$ cat src/rtl/inst_mem_loader.sv
// Loads a byte-streamed program into instruction memory as little-endian 32-bit words
// and keeps the CPU held until the whole program has arrived with a matching checksum.
module inst_mem_loader #(
  parameter int          MEM_BYTES = 1024,
  parameter logic [31:0] BASE_ADDR = 32'h0
) (
  input  logic        clk,
  input  logic        rst,
  input  logic        start,
  input  logic [7:0]  byte_in,
  input  logic        byte_valid,
  output logic        byte_ready,
  output logic        wr_en,
  output logic [31:0] wr_addr,
  output logic [31:0] wr_data,
  output logic        busy,
  output logic        done,
  output logic        error,
  output logic        cpu_hold,
  output logic [15:0] words_loaded
);

  localparam logic [16:0] MAX_WORDS = 17'(MEM_BYTES / 4);

  typedef enum logic [2:0] {
    S_IDLE, S_LEN_LO, S_LEN_HI, S_DATA, S_WRITE, S_CHK, S_DONE, S_ERR
  } state_t;

  state_t      state, state_nxt;
  logic [15:0] len;
  logic [15:0] word_idx;
  logic [15:0] word_idx_inc;
  logic [15:0] len_full;
  logic [1:0]  lane;
  logic [7:0]  chk;
  logic [23:0] lanes;
  logic        accept;

  always_comb begin
    state_nxt    = state;
    byte_ready   = (state == S_LEN_LO) || (state == S_LEN_HI) ||
                   (state == S_DATA)   || (state == S_CHK);
    accept       = byte_valid && byte_ready;
    len_full     = {byte_in, len[7:0]};
    word_idx_inc = word_idx + 16'd1;
    wr_en        = (state == S_WRITE);
    busy         = byte_ready || (state == S_WRITE);
    done         = (state == S_DONE);
    error        = (state == S_ERR);
    cpu_hold     = (state != S_DONE);
    words_loaded = word_idx;
    case (state)
      S_IDLE, S_DONE, S_ERR:
        if (start) state_nxt = S_LEN_LO;
      S_LEN_LO:
        if (accept) state_nxt = S_LEN_HI;
      S_LEN_HI:
        if (accept) begin
          if ({1'b0, len_full} > MAX_WORDS) state_nxt = S_ERR;
          else if (len_full == 16'd0)       state_nxt = S_CHK;
          else                              state_nxt = S_DATA;
        end
      S_DATA:
        if (accept && lane == 2'd3) state_nxt = S_WRITE;
      S_WRITE:
        state_nxt = (word_idx_inc == len) ? S_CHK : S_DATA;
      S_CHK:
        if (accept) state_nxt = (byte_in == chk) ? S_DONE : S_ERR;
      default:
        state_nxt = S_IDLE;
    endcase
  end

  always_ff @(posedge clk) begin
    if (rst) begin
      state    <= S_IDLE;
      len      <= '0;
      word_idx <= '0;
      lane     <= '0;
      chk      <= '0;
      lanes    <= '0;
      wr_addr  <= '0;
      wr_data  <= '0;
    end else begin
      state <= state_nxt;
      case (state)
        S_IDLE, S_DONE, S_ERR:
          if (start) begin
            word_idx <= '0;
            lane     <= '0;
            chk      <= '0;
          end
        S_LEN_LO:
          if (accept) len[7:0] <= byte_in;
        S_LEN_HI:
          if (accept) len[15:8] <= byte_in;
        S_DATA:
          if (accept) begin
            chk  <= chk ^ byte_in;
            lane <= lane + 2'd1;
            case (lane)
              2'd0: lanes[7:0]   <= byte_in;
              2'd1: lanes[15:8]  <= byte_in;
              2'd2: lanes[23:16] <= byte_in;
              default: begin
                // address and data are registered here so they stay stable outside WRITE
                wr_data <= {byte_in, lanes};
                wr_addr <= BASE_ADDR + {14'd0, word_idx, 2'b00};
              end
            endcase
          end
        S_WRITE:
          word_idx <= word_idx_inc;
        default: ;
      endcase
    end
  end

endmodule

$ cat config.mk
export PLATFORM = sky130hd
export DESIGN_NAME = inst_mem_loader
export DESIGN_NICKNAME = d
export VERILOG_FILES = /design/src/rtl/inst_mem_loader.sv
export SDC_FILE = /design/constraint.sdc
export NUM_CORES = 1
export LEC_CHECK = 0
export CAP_MARGIN = 30
export CORE_ASPECT_RATIO = 1.25
export CORE_MARGIN = 3
export CORE_UTILIZATION = 48
export CTS_CLUSTER_DIAMETER = 60
export CTS_CLUSTER_SIZE = 10
export DETAILED_ROUTE_END_ITERATION = 6
export HOLD_SLACK_MARGIN = 0.03
export PLACE_DENSITY = 0.76
export SETUP_SLACK_MARGIN = 0.5
export SYNTH_ARGS = -nofsm -noshare
export SYNTH_HDL_FRONTEND = slang
export SYNTH_SLANG_ARGS = --single-unit
$ cat constraint.sdc
create_clock -name clk -period 2.18 [get_ports clk]
set_clock_uncertainty 0.2 [all_clocks]
set_input_delay 0.327 -clock clk [delete_from_list [all_inputs] [get_ports clk]]
set_output_delay 0.327 -clock clk [all_outputs]
set_load 0.01 [all_outputs]
Yosys cells after proc, flatten, opt, wreduce, memory -nomap -nowiden
Index checks and enable logic that the tools add are counted.
{"block": "word_totals", "register_bits": 117, "input_bits": 12, "out_inout_bits": 86, "word_cells": 75}
{"block": "op_classes", "n_addsub": 2, "order_cmp": 1, "eq_ne": 19, "mux": 18, "bitwise": 2, "n_reduce_logical": 22}
{"cell": "$pmux W16 S2", "n": 1}
{"cell": "$mux W3", "n": 8}
{"cell": "$pmux W3 S6", "n": 1}
{"cell": "$add A16 B1 Y16 const B", "n": 1}
{"cell": "$eq A16 B16 Y1", "n": 1}
{"cell": "$gt A16 B9 Y1 const B", "n": 1}
{"cell": "$logic_not A16 Y1", "n": 1}
{"cell": "$mux W16", "n": 1}
{"cell": "$mux W8", "n": 2}
{"cell": "$pmux W8 S2", "n": 1}
{"cell": "$reduce_and A3 Y1", "n": 5}
{"cell": "$eq A3 B3 Y1 const B", "n": 4}
{"cell": "$ne A2 B2 Y1 const B", "n": 5}
{"cell": "$eq A8 B8 Y1", "n": 1}
{"cell": "$xor A8 B8 Y8", "n": 1}
{"cell": "$eq A3 B2 Y1 const B", "n": 2}
{"cell": "$reduce_and A2 Y1", "n": 3}
{"cell": "$reduce_or A3 Y1", "n": 2}
{"cell": "$reduce_and A5 Y1", "n": 1}
{"cell": "$eq A2 B2 Y1 const B", "n": 2}
{"cell": "$logic_or A1 B1 Y1", "n": 4}
{"cell": "$mux W2", "n": 2}
{"cell": "$pmux W2 S2", "n": 1}
{"cell": "$reduce_bool A2 Y1", "n": 2}
{"cell": "other kinds (10)", "n": 11}

Longest topological paths before layout
{"block": "depth", "depth_word": 8, "depth_mapped": 8, "ltp_nobuf": 7}

Least setup slack after synthesis
OpenSTA, ideal clock, no wires.
{"block": "synth_path", "path_type": "register -> register", "startpoint": "reg word_idx[0], in the netlist words_loaded[0]", "endpoint": "reg state[1]", "arrival_ns": 2.064, "t_required_ns": 1.860, "path_slack_ns": -0.204, "stages_incl_launch_ff": 8, "path_buffers": 0, "period_less_slack_ns": 2.384, "path_cell_list": "dfxtp_1 -> ha_1 -> nand3_2 -> or3_1 -> a21o_1 -> a311oi_1 -> nand4_1 -> o31a_1"}
{"block": "synth_via", "elab_chain_cells": 4}
{"element": "start: declaration", "line": "31", "source": "logic [15:0] word_idx;"}
{"element": "start signal: assignment", "line": "113", "source": "word_idx <= word_idx_inc;"}
{"element": "$add A16 B1 Y16", "line": "45", "source": "word_idx_inc = word_idx + 16'd1;"}
{"element": "$eq A16 B16 Y1", "line": "66", "source": "state_nxt = (word_idx_inc == len) ? S_CHK : S_DATA;"}
{"element": "$mux W3", "line": "66"}
{"element": "$pmux W3 S6", "line": "52", "source": "case (state)"}
{"element": "end signal: assignment", "line": "85", "source": "state <= state_nxt;"}
{"element": "end: declaration", "line": "29", "source": "state_t state, state_nxt;"}
No other way between the ends.
A chain may end at the register's enable or synchronous reset.

Worst setup path after layout
{"block": "layout_path", "startpoint": "reg word_idx[8], in the netlist words_loaded[8]", "endpoint": "reg state[1]"}
Same word-level chain as after synthesis.

==> metrics.md <==
| Metric | Value |
|---|---|
| Status | `finished with violations` |
| Failing checks | `setup timing` |
| Endpoints failing hold | `0` |
| Combinational power share | `between 20 and 30%` |
| Number of port buffers | `81` |
| CTS Root Buffer Type | `clkbuf_16` |
| Die area | `0.01275 mm2` |
| Clk network pwr share | `roughly two fifths` |
| Vias per cell | `6.479` |
| Clock buffer depth | `2` |
| Final-stage net count | `898` |
| Leakage power | `around 4.2 nW` |
| Worst hold path class | `flip-flop to flip-flop` |
| Post-synthesis cell area | `about 0.0055 mm2` |
| Total gr overflow | `0` |
| Initial antenna violation count | `0` |
| FP Rows | `43` |
| TritonCTS clock tree | `yes` |
| Critical path type | `flip-flop to flip-flop` |
| Seq/Total Area, Yosys | `42.72%` |
| Largest net degree at the start of global routing | `62` |
| VDD IR max | `0.5475 mV` |
| Psw | `2.302 mW` |
| WL/cell | `24.41 um` |
| Clk_lat worst skew | `about 0.43 ns` |
| Hold path start | `wr_data[10]` |
| Die X | `101.6 um` |
| Dpl cells | `922` |
| Mean Syn Cell Area | `between 7 and 8 um2` |
| DR iter-0 viols | `745` |
| Worst setup EP type | `flip-flop` |
| Final wirelength | `25100 um` |
| Period utilisation layout | `108.8%` |
| WP data arrival | `between 2 and 2.5 ns` |
| Int Pwr | `5.079 mW` |
| Vias in the first global route | `5811` |
| Ratio of cells with drive above 1 in the final layout | `between 40 and 50%` |
| Clk pin slew, worst setup/hold paths | `0.05 ns` |
| R2R Setup Slk | `-0.19 ns` |
| Cell count after synthesis | `between 700 and 800` |
| Synth warnings | `0` |
| Prevailing post-synth register cell | `dfxtp_1` |
| Ranking of synthesized cells by area | `dfxtp_1, nand2_1, a21oi_1` |
| # H-tree levels | `4` |
| Final Non-Filler Cells | `slightly above 1000` |
| Final setup margin | `-0.1918 ns` |
| Fill cell total of the finished layout | `506` |
| Synth area leader | `dfxtp_1` |
| Final number of max-transition violations | `0` |
| Met2 WL post-DR | `12180 um` |
| # DRC | `0` |
| WL met1 | `8729 um` |
| Register share of total power | `31.3%` |
| Die Span Y | `125.5 um` |
| FMAX | `421.6 MHz` |
| Num CTS Buffers | `17` |
| Hold Buf Count CTS | `0` |
| Dpl hpwl | `10640 um` |
| WL met3 | `2138 um` |
| Via count | `between 6000 and 7000` |
| IO Count | `98` |
| Ant diodes | `0` |
| Drt pass-1 iters | `6` |
| CTS sink count | `between 100 and 150` |
| Final Setup Violations | `3` |
| Post-synth EDFFs | `0` |
| Initial Util | `49.23%` |
| Final ANT Viol Nets | `0` |
| Total Routing Usage GR | `29.41%` |
| Minimum clock period | `about 2.4 ns` |
| Sw Share | `just over 30%` |
| Distinct cells, synth | `52` |
| Total power | `7.381 mW` |
| First-pass GRT wire length | `29410 um` |
| Hold Path Depth | `2` |
| Gp weighted congestion | `between 0.8 and 0.9` |
| Yosys top cell area share | `42.72%` |
| Peak fanout along the critical path | `8` |
| Power Dens Cells | `786.3 mW/mm2` |
| RSZ-0062 raised after global routing | `yes` |
| Max Cap Viol | `0` |
| Core area | `0.01114 mm2` |
| WHS Endpoint | `wr_data[10]` |
| Crit path launch | `words_loaded[8]` |
| Slew headroom | `43.59%` |
| Top sig layer | `met4` |
| Reg-to-reg endpoint | `state[1]` |
| RR Startpoint | `words_loaded[8]` |
| Worst setup SP type | `flip-flop` |
| Async SR Flop Fraction | `0%` |
| Worst-Margin Slew | `0.8462 ns` |
| Worst Reg2Reg Path Length in Cells | `6` |
| Crit path required time | `2.28 ns` |
| Yosys reg bits | `~120` |
| Syn-to-layout area delta | `71.20%` |
-- registers in the layout (all words and copies together), names as in the netlist --
| signal | count |
|---|---|
| len | 16 |
| state | 3 |
| wr_addr | 16 |
| wr_data | 32 |
| lanes | 24 |
| lane | 2 |
| words_loaded | 16 |
| chk | 8 |
-- critical path, stage by stage (launching register included) --
cell and delay, ns:
dfxtp_4 0.41, nand4_4 0.14, or3_1 0.39, a211o_1 0.32
a22oi_1 0.22, nand4_1 0.26, o31a_1 0.32
-- area by class of cell --
class                           instances  area [um2]  share of cell area (%)
Sequential cell                       117        2409                   25.66
Inverter                               11       47.55                  0.5065
Clock inverter                          7       121.4                   1.293
Clock buffer                           25       475.5                   5.065
Timing Repair Buffer                  202        2111                   22.49
Tap cell                              135       168.9                   1.800
Multi-Input combinational cell        531        4054                   43.19
-- kinds of logic (layout without fill, tap and decap cells) --
logic type / Yosys count / after routing / share of synthesized area (%)
adder cells (fa/ha/maj): 6 / 6 / 1.369
buffers and inverters: 87 / 245 / 8.124
multiplexers: 2 / 2 / 0.3651
other: 1 / 16 / 0.06840
flip-flops: 117 / 117 / 42.72
AO/OA/AOI/OAI: 173 / 175 / 17.28
AND/OR/NAND/NOR: 305 / 305 / 25.76
XOR/XNOR: 27 / 27 / 4.313
-- repair_timing --
| action | in CTS | in global routing |
|---|---|---|
| cloned | 8 | 5 |
| pin swaps | 38 | 157 |
| setup buffers | 39 | 22 |
| endpoints found under the setup margin | 171 | 137 |
| resized for setup | 235 | 313 |
-- through the flow --
step / setup TNS [ns] / hold WS, ns / instance area (um2) / util, % / setup slack [ns]
6_report: -0.4351 / 0.2593 / 9387 / 84.28 / -0.1918
5_1_grt: -0.5080 / 0.2752 / 9387 / 84.28 / -0.2076
4_1_cts: 0 / 0.2092 / 7961 / 71.49 / 0.03928
3_5_place_dp: -0.5414 / 0.2461 / 6584 / 59.12 / -0.1231
3_3_place_gp: -0.1804 / 0.2404 / 6584 / 59.12 / -0.07755
2_1_floorplan: 0 / 0.2321 / 5620 / - / 0.1225
-- metal layers --
metal  vias up  global-route usage, %
li1       2749                      -
met1      3181                  33.25
met2       541                  50.89
met3       189                  6.194
met4         0                  15.41
met5         -                      0
-- power groups by stage --
stage	combinational (mW)	sequential (mW)	clock, mW
6_report	2.18	2.31	2.89
3_3_place_gp	0.887	2.34	0
4_1_cts	1.42	2.29	2.82
2_1_floorplan	0.717	2.30	0
5_1_grt	2.24	2.31	2.99
3_5_place_dp	0.917	2.35	0
-- synth_stat cells (2+ instances only) --
master and instances:
a21oi_1 124, a31oi_1 4, and3_1 8, buf_4 22
mux2i_1 2, a211oi_1 5, nand4_1 6, clkbuf_1 39
o2111ai_1 2, nand2_1 171, o21a_1 2, nor2_1 32
nand4_2 2, ha_1 6, xor2_1 8, o21ai_1 9
nor3b_1 4, and2_1 2, nand3_2 2, a21o_1 2
xnor2_1 19, dfxtp_1 117, or4_1 5, nand3b_1 9
nand4b_1 2, inv_1 11, nor2b_1 3, a22oi_1 2
nor4_1 6, nor3_1 5, a211o_1 2, nand3_1 34
buf_6 3, buf_2 11, o21ai_0 13, or3_1 8
-- how the worst max path moves through the flow --
| stage | to | slack [ns] | depth (start not counted) |
|---|---|---|---|
| 2_1_floorplan | state[1] | 0.12 | 8 |
| 3_3_place_gp | lane[1] | -0.08 | 6 |
| 3_5_place_dp | lane[1] | -0.12 | 6 |
| 4_1_cts | state[1] | 0.04 | 7 |
| 5_1_grt | state[1] | -0.21 | 8 |
| 6_report | state[1] | -0.19 | 6 |
-- cells in the final DEF (no fill, tap or decap), types with 18 or more instances in the layout --
| cell | instances |
|---|---|
| a21oi_1 | 34 |
| a21oi_2 | 87 |
| buf_4 | 61 |
| buf_6 | 41 |
| clkbuf_16 | 21 |
| dfxtp_1 | 96 |
| dlygate4sd2_1 | 51 |
| nand2_1 | 83 |
| nand2_4 | 71 |
| nand3_1 | 28 |
| nor2_1 | 27 |
| xnor2_1 | 18 |
Power figures use the tool's default switching activity.
